[config.mk]
export PLATFORM = sky130hd
export DESIGN_NAME = chained_stage_pipe
export DESIGN_NICKNAME = d
export VERILOG_FILES = /design/src/rtl/chained_stage_pipe.sv
export SDC_FILE = /design/constraint.sdc
export NUM_CORES = 1
export LEC_CHECK = 0
export ABC_AREA = 0
export CORE_AREA = 2 2 46 91
export CTS_CLUSTER_DIAMETER = 60
export DETAILED_ROUTE_END_ITERATION = 8
export DIE_AREA = 0 0 48 93
export GPL_TIMING_DRIVEN = 0
export SLEW_MARGIN = 20
export SYNTH_ARGS = -nofsm -noshare
export SYNTH_HDL_FRONTEND = slang
export SYNTH_SLANG_ARGS = --single-unit
[constraint.sdc]
create_clock -name clk -period 1.89 [get_ports clk]
set_input_delay 0.4725 -clock clk [delete_from_list [all_inputs] [get_ports clk]]
set_output_delay 0.4725 -clock clk [all_outputs]
set_load 0.1 [all_outputs]
[src/rtl/chained_stage_pipe.sv]
// chained_stage_pipe: elastic chain of DEPTH registered combine stages.
// Each stage applies op(data, aux) to the travelling word and forwards aux
// with the beat. Stages hold while their downstream neighbour is stalled, so
// bubbles collapse and full throughput is kept while the sink is ready.
module chained_stage_pipe #(
    parameter int unsigned WIDTH = 32'd2,
    parameter int unsigned DEPTH = 32'd2,
    parameter int unsigned MODE  = 32'd0
) (
    input  logic             clk,
    input  logic             reset,
    input  logic             in_valid,
    output logic             in_ready,
    input  logic [WIDTH-1:0] in_data,
    input  logic [WIDTH-1:0] in_aux,
    output logic             out_valid,
    input  logic             out_ready,
    output logic [WIDTH-1:0] out_data,
    output logic [15:0]      beat_count
);

    // Reject configurations the chain cannot build.
    if (MODE > 32'd3) begin : g_bad_mode
        $error("chained_stage_pipe: MODE must be 0..3");
    end
    if (WIDTH < 32'd1) begin : g_bad_width
        $error("chained_stage_pipe: WIDTH must be at least 1");
    end
    if (DEPTH < 32'd1) begin : g_bad_depth
        $error("chained_stage_pipe: DEPTH must be at least 1");
    end

    // Stage operation selected at elaboration time.
    function automatic logic [WIDTH-1:0] f_op(input logic [WIDTH-1:0] d,
                                              input logic [WIDTH-1:0] a);
        logic [WIDTH-1:0] res;
        case (MODE)
            32'd0:   res = d ^ a;
            32'd1:   res = d & a;
            32'd2:   res = d | a;
            32'd3:   res = d + a;
            default: res = d ^ a;
        endcase
        return res;
    endfunction

    logic [DEPTH-1:0] r_v;
    logic [WIDTH-1:0] r_d [DEPTH];
    logic [WIDTH-1:0] r_a [DEPTH];
    logic [15:0]      r_cnt;

    logic [DEPTH-1:0] w_rdy;
    logic [DEPTH-1:0] w_src_v;
    logic [WIDTH-1:0] w_src_d [DEPTH];
    logic [WIDTH-1:0] w_src_a [DEPTH];
    logic             w_out_xfer;

    // Stage k is ready when it or any stage after it is empty, or the sink is
    // ready; written in closed form so no signal depends on itself.
    always_comb begin
        for (int k = 0; k < int'(DEPTH); k++) begin
            w_rdy[k] = out_ready;
            for (int j = k; j < int'(DEPTH); j++) begin
                if (!r_v[j]) begin
                    w_rdy[k] = 1'b1;
                end else begin
                    w_rdy[k] = w_rdy[k];
                end
            end
        end
    end

    // Upstream source of each stage: the input port for stage 0, the previous
    // stage otherwise.
    always_comb begin
        w_src_v[0] = in_valid;
        w_src_d[0] = in_data;
        w_src_a[0] = in_aux;
        for (int k = 1; k < int'(DEPTH); k++) begin
            w_src_v[k] = r_v[k-1];
            w_src_d[k] = r_d[k-1];
            w_src_a[k] = r_a[k-1];
        end
    end

    assign w_out_xfer = r_v[DEPTH-1] & out_ready;

    // Stage registers: advance when ready; payload only loads on a valid beat.
    always_ff @(posedge clk) begin
        if (reset) begin
            r_v <= '0;
            for (int k = 0; k < int'(DEPTH); k++) begin
                r_d[k] <= '0;
                r_a[k] <= '0;
            end
        end else begin
            for (int k = 0; k < int'(DEPTH); k++) begin
                if (w_rdy[k]) begin
                    r_v[k] <= w_src_v[k];
                    if (w_src_v[k]) begin
                        r_d[k] <= f_op(w_src_d[k], w_src_a[k]);
                        r_a[k] <= w_src_a[k];
                    end
                end
            end
        end
    end

    // Delivered-result counter, wraps modulo 2^16.
    always_ff @(posedge clk) begin
        if (reset) begin
            r_cnt <= 16'd0;
        end else if (w_out_xfer) begin
            r_cnt <= r_cnt + 16'd1;
        end else begin
            r_cnt <= r_cnt;
        end
    end

    assign in_ready   = w_rdy[0];
    assign out_valid  = r_v[DEPTH-1];
    assign out_data   = r_d[DEPTH-1];
    assign beat_count = r_cnt;

endmodule

==> results.py, run 1 <==
metrics = {
    "synth": {
        "synth_warnings": 0,
        "syn_inst": 118,
        "yosys.area.top_type": "dfxtp_1",
        "post_synth_num_cell_types": 30,
        "synthesis.area_um2": 1100,
        "postSynthAreaPerCell_um2": 9.31,
        "async_reset_ff_share_pct": 0,
        "yosysMostFrequentCell": "nor2_1",
        "synth_fp_nets": 127,
        "synth_edf_count": 6,
        "ys_top_cells_by_area": "dfxtp_1 (33%), edfxtp_1 (16%), xnor2_1 (9.6%)",
        "synth-seq-cells": 24,
        "synthTopCellsByCount": "nor2_1 (23), dfxtp_1 (18), xnor2_1 (12)",
        "yosysSeqAreaShare_pct": 49.2,
        "synth_top_area_share_pct": 32.8,
        "synth_ff_type": "dfxtp_1",
    },
    "setup_path": {
        "worstPathRequired_ps": 1420,
        "critical_path_class": "input port to output pin",
        "start_kind": "input port",
        "crit_fanout": 7,
        "end_kind": "output pin",
        "arrival_ps": 1310,
    },
    "floorplan": {
        "num_rows": 32,
        "start_util_pct": 28.9,
        "dieArea_um2": 4460,
        "die_h_um": 93,
        "ioPinCount": 28,
        "chipWidth_um": 48,
        "coreArea_um2": 3800,
    },
    "sta": {
        "timing.fmax_mhz": 559,
        "rsz0062_at_grt": "false",
        "finalSetupViolations": 0,
        "slew_violations": 0,
        "relSlewSlack_pct": 63.2,
        "post-route-period-util_pct": 94.6,
        "period_needed_ps": 1790,
        "finClkSkew_ps": 3.75,
        "final-hold-violation-count": 0,
        "holdWs_ps": 479,
        "tightest_slew_ps": 554,
    },
    "cts": {
        "cts.sinks": 24,
        "cts_tree": "yes",
        "clkLatencyLatePin_ps": 260,
        "clockBufferDepth": 2,
        "cts_htree_levels": 1,
        "clk_pin_slew_ps": 80,
        "cts_inserted_buffers": 3,
        "cts_root_buffer": "clkbuf_8",
    },
    "flow_run": {
        "cap_violations": 0,
    },
    "detailed_routing": {
        "ant_nets": 0,
        "wl_met1_um": 869,
        "drtIter0Drc": 11,
        "routedWlPerCell_um": 11.4,
        "wl_met3_um": 68,
        "met2_length_um": 1310,
        "drt_first_pass_iters": 4,
        "via_count": 899,
        "maxUsedRoutingLayer": "met4",
        "wl_um": 2280,
        "via_per_inst": 4.50,
        "remaining_drc_errors": 0,
    },
    "hold_path": {
        "hold_class": "flip-flop to flip-flop",
    },
    "final_layout": {
        "layout-area-overhead-vs-synth_pct": 40.4,
        "layout-drive-gt1-share_pct": 30.9,
        "nNetsFinal": 159,
        "fill_cells": 376,
        "antenna_cells": 0,
    },
    "placement": {
        "io_buffers": 27,
        "hpwl_um": 1760,
        "gp_congestion": 0.782,
    },
    "pwr": {
        "p_leak_nw": 0.507,
        "pwr_density_cell_nw_per_um2": 629,
        "ir_drop_mv": 0.322,
        "power.total_uw": 971,
    },
    "grt": {
        "grt-ovfl-total": 0,
        "grt_pass1_wl_um": 3680,
        "grt_pass1_vias": 871,
        "antenna_found_initial": 0,
        "grt_max_degree": 14,
        "grt_usage_pct": 11.3,
    },
    "outcome": {
        "status": "finished clean",
    },
}
-- area by class of cell --
cell class	instances	area [um^2]	area share, %
Buffer	5	26.3	1.70
Multi-Input combinational cell	82	508	32.9
Inverter	7	30.0	1.95
Timing Repair Buffer	27	294	19.1
Clock buffer	4	45.0	2.92
Tap cell	51	63.8	4.14
Sequential cell	24	576	37.3
-- state kept, by name, indices dropped and copies added, names as in the netlist --
register    cells
beat_count     16
r_v             2
r_a             2
r_d             4
-- metal layers --
| metal | up-vias | GRT usage (%) |
|---|---|---|
| li1 | 462 | - |
| met1 | 419 | 11.7 |
| met2 | 16 | 20.4 |
| met3 | 2 | 2.12 |
| met4 | 0 | 4.28 |
| met5 | - | 0 |
-- repair_timing --
action	in CTS	in global routing
hold buffers	0	0
buffers inserted	0	0
gates resized for setup	68	2
endpoints found under the setup margin	28	1
-- power by group --
group	switching (mW)	internal, mW	leakage [nW]
sequential	0.00937	0.533	0.219
combinational	0.0826	0.0425	0.265
clock	0.153	0.150	0.0228
total	0.245	0.725	0.507
-- cell usage in the layout (no fill, tap or decap), types with 2 or more instances in the layout --
cell             count
nor4_1               4
dfxtp_1              6
dfxtp_4              8
xor2_1               4
clkdlybuf4s50_1      6
a21oi_1              4
nand4_1              3
nand2_1              7
clkdlybuf4s15_2     19
xnor2_1             12
edfxtp_1             6
nand3_1              4
nor2_1              23
clkbuf_8             3
dfxtp_2              4
nor3_1               5
buf_4                2
inv_1                6
clkbuf_1             4
-- worst paths after layout --
kind                                     start              to  slack, ps  depth (start not counted)
worst max-delay path                 out_ready        in_ready        100                          5
worst min-delay path            beat_count[15]  beat_count[15]        480                          2
worst max register to register   beat_count[4]  beat_count[13]        120                          4
worst min register to register  beat_count[15]  beat_count[15]        480                          2
-- worst max-delay path: stages --
cell,delay [ps]
buf_2,160
and2b_2,250
and2_4,150
clkinvlp_4,80
buf_8,190
-- through the flow --
| step | cells | setup WS [ps] | instance area (um^2) | util [%] | TNS [ps] |
|---|---|---|---|---|---|
| 6_report | 200 | 103 | 1540 | 40.6 | 0 |
| 5_1_grt | 200 | 44.6 | 1540 | 40.6 | 0 |
| 4_1_cts | 200 | -3.33 | 1550 | 40.7 | -3.33 |
| 3_5_place_dp | 196 | -1300 | 1470 | 38.8 | -7770 |
| 3_3_place_gp | 196 | -1290 | 1470 | 38.8 | -7120 |
| 2_1_floorplan | 118 | -40.6 | 1140 | - | -162 |
-- cells by family (layout without fill, tap and decap cells) --
family,count (synthesis),after routing,synth area share [%]
buffers and inverters,12,43,4.78
AOI/OAI and AO/OA,9,9,5.13
and+or+nand+nor,56,56,27.0
DFF,24,24,49.2
adders and majority gates,1,1,1.14
xor gates and xnor gates,16,16,12.8
Power figures use the tool's default switching activity.
==> run 2: changes to the inputs <==
--- a/config.mk
+++ b/config.mk
@@ -11,6 +11,7 @@
 export DETAILED_ROUTE_END_ITERATION = 8
 export DIE_AREA = 0 0 48 93
 export GPL_TIMING_DRIVEN = 0
+export SETUP_SLACK_MARGIN = 0.2
 export SLEW_MARGIN = 20
 export SYNTH_ARGS = -nofsm -noshare
 export SYNTH_HDL_FRONTEND = slang
==> run 2 against run 1 <==
Largest cell class unchanged. Register-to-register slack improved by 160 ps. Hold slack got worse by 1.8 ps. Global-route usage decreased by 0.65 points. Utilization increased by 0.23 points. Highest routed layer unchanged. Die area unchanged. Clock power decreased by 3%. Via count increased by 4.2%. Critical path type unchanged.
==> results.py, run 2 (synthesis results as in run 1) <==
metrics = {
    "setup_path": {
        "crit_fanout": 3,
        "start_kind": "input port",
        "worstPathRequired_ps": 1420,
        "arrival_ps": 1220,
        "critical_path_class": "input port to output pin",
        "end_kind": "output pin",
    },
    "flow_run": {
        "cap_violations": 0,
    },
    "grt": {
        "antenna_found_initial": 0,
        "grt_max_degree": 14,
        "grt_usage_pct": 10.6,
        "grt-ovfl-total": 0,
        "grt_pass1_wl_um": 3370,
        "grt_pass1_vias": 804,
    },
    "placement": {
        "gp_congestion": 0.783,
        "placed_cells": 196,
        "io_buffers": 27,
        "dp_slack_ps": -1300,
        "hpwl_um": 1710,
    },
    "sta": {
        "slew_violations": 0,
        "finalSetupViolations": 0,
        "tightest_slew_ps": 545,
        "final-hold-violation-count": 0,
        "finClkSkew_ps": 2.21,
        "setup_slack_ps": 196,
        "relSlewSlack_pct": 63.8,
        "rsz0062_at_grt": "true",
        "period_needed_ps": 1690,
        "timing.fmax_mhz": 590,
        "holdWs_ps": 477,
        "post-route-period-util_pct": 89.6,
    },
    "final_layout": {
        "nNetsFinal": 165,
        "mostFrequentLayoutCells": "nor2_1 (23), xnor2_1 (12), buf_2 (11)",
        "final_common_cell": "nor2_1",
        "largest_reg_flops": 16,
        "layout-drive-gt1-share_pct": 36.8,
        "layout-area-overhead-vs-synth_pct": 41.2,
        "final_util_pct": 40.8,
        "antenna_cells": 0,
        "fin_cells": 206,
    },
    "floorplan": {
        "dieArea_um2": 4460,
        "coreArea_um2": 3800,
        "ioPinCount": 28,
        "chipWidth_um": 48,
        "num_rows": 32,
        "start_util_pct": 28.9,
        "die_h_um": 93,
    },
    "pwr": {
        "pwr_density_cell_nw_per_um2": 626,
        "power.total_uw": 971,
        "p_leak_nw": 0.579,
        "ir_drop_mv": 0.282,
    },
    "detailed_routing": {
        "routedWlPerCell_um": 11.1,
        "remaining_drc_errors": 0,
        "drtIter0Drc": 7,
        "ant_nets": 0,
        "via_count": 937,
        "wl_um": 2280,
        "drt_first_pass_iters": 4,
        "via_per_inst": 4.55,
    },
    "cts": {
        "cts_inserted_buffers": 3,
        "cts_htree_levels": 1,
        "clk_pin_slew_ps": 80,
        "cts_root_buffer": "clkbuf_8",
        "clkLatencyLatePin_ps": 260,
        "ctsHoldBuffers": 0,
        "clockBufferDepth": 2,
        "cts_tree": "yes",
        "cts.sinks": 24,
    },
    "hold_path": {
        "hold_class": "flip-flop to flip-flop",
    },
    "outcome": {
        "status": "finished clean",
    },
}
run 2: changes by cell type in the layout (fill, tap and decap cells not counted), moves of 2 or more:
cell,before,now
dfxtp_1,6,3
clkdlybuf4s15_2,19,3
dfxtp_2,4,6
buf_2,1,11
buf_12,0,2
clkbuf_1,4,2
buf_4,2,8
clkdlybuf4s18_2,0,5
run 2: metrics by stage:
stage | TNS, ps | cell area [um^2]
finish | 0 | 1550
global route | 0 | 1550
CTS | -4.56 | 1540
detailed placement | -7460 | 1490
global placement | -6850 | 1490
floorplan | -162 | 1160
run 2: worst paths after layout:
path	start	endpoint	slack [ps]	depth (start not counted)
max	out_ready	in_ready	200	5
min	beat_count[15]	beat_count[15]	480	2
max reg2reg	r_v[1]	beat_count[13]	280	6
min reg2reg	beat_count[15]	beat_count[15]	480	2
run 2: timing repair:
| action | CTS | global route |
|---|---|---|
| hold endpoints to repair | 0 | 0 |
| setup endpoints to repair | 35 | 23 |
| cloned | 0 | 0 |
| gates resized for setup | 77 | 28 |
| setup buffers | 0 | 6 |
run 2: layer usage:
layer | up-vias | global-route usage, % | wire length [um]
met3 | 4 | 1.74 | 58
met1 | 436 | 11.2 | 917
met4 | 0 | 5.41 | 40
li1 | 475 | - | -
met2 | 22 | 18.6 | 1260
met5 | - | 0 | 0
run 2: layout make-up:
cell class,instances,area [um^2]
Fill cell,383,2250
Timing Repair Buffer,33,284
Clock buffer,3,41.3
Multi-Input combinational cell,82,519
Tap cell,51,63.8
Sequential cell,24,582
Buffer,5,27.5
Inverter,7,30.0
Clock inverter,1,3.75
run 2: report_power, final:
| part | total [mW] | switching [mW] | internal, mW |
|---|---|---|---|
| sequential | 0.539 | 0.00789 | 0.531 |
| clock | 0.296 | 0.151 | 0.145 |
| combinational | 0.136 | 0.0862 | 0.0502 |
| total | 0.971 | 0.245 | 0.726 |
run 2: critical path: stages:
cell and delay (ps):
buf_12 100, and2b_2 220, and2_4 160, clkinvlp_4 100, buf_12 170
==> run 3: changes to the inputs <==
--- a/config.mk
+++ b/config.mk
@@ -5,7 +5,6 @@
 export SDC_FILE = /design/constraint.sdc
 export NUM_CORES = 1
 export LEC_CHECK = 0
-export ABC_AREA = 0
 export CORE_AREA = 2 2 46 91
 export CTS_CLUSTER_DIAMETER = 60
 export DETAILED_ROUTE_END_ITERATION = 8
==> results of run 3 <==
No change in the layout: final DEF, timing and power equal those of run 2.
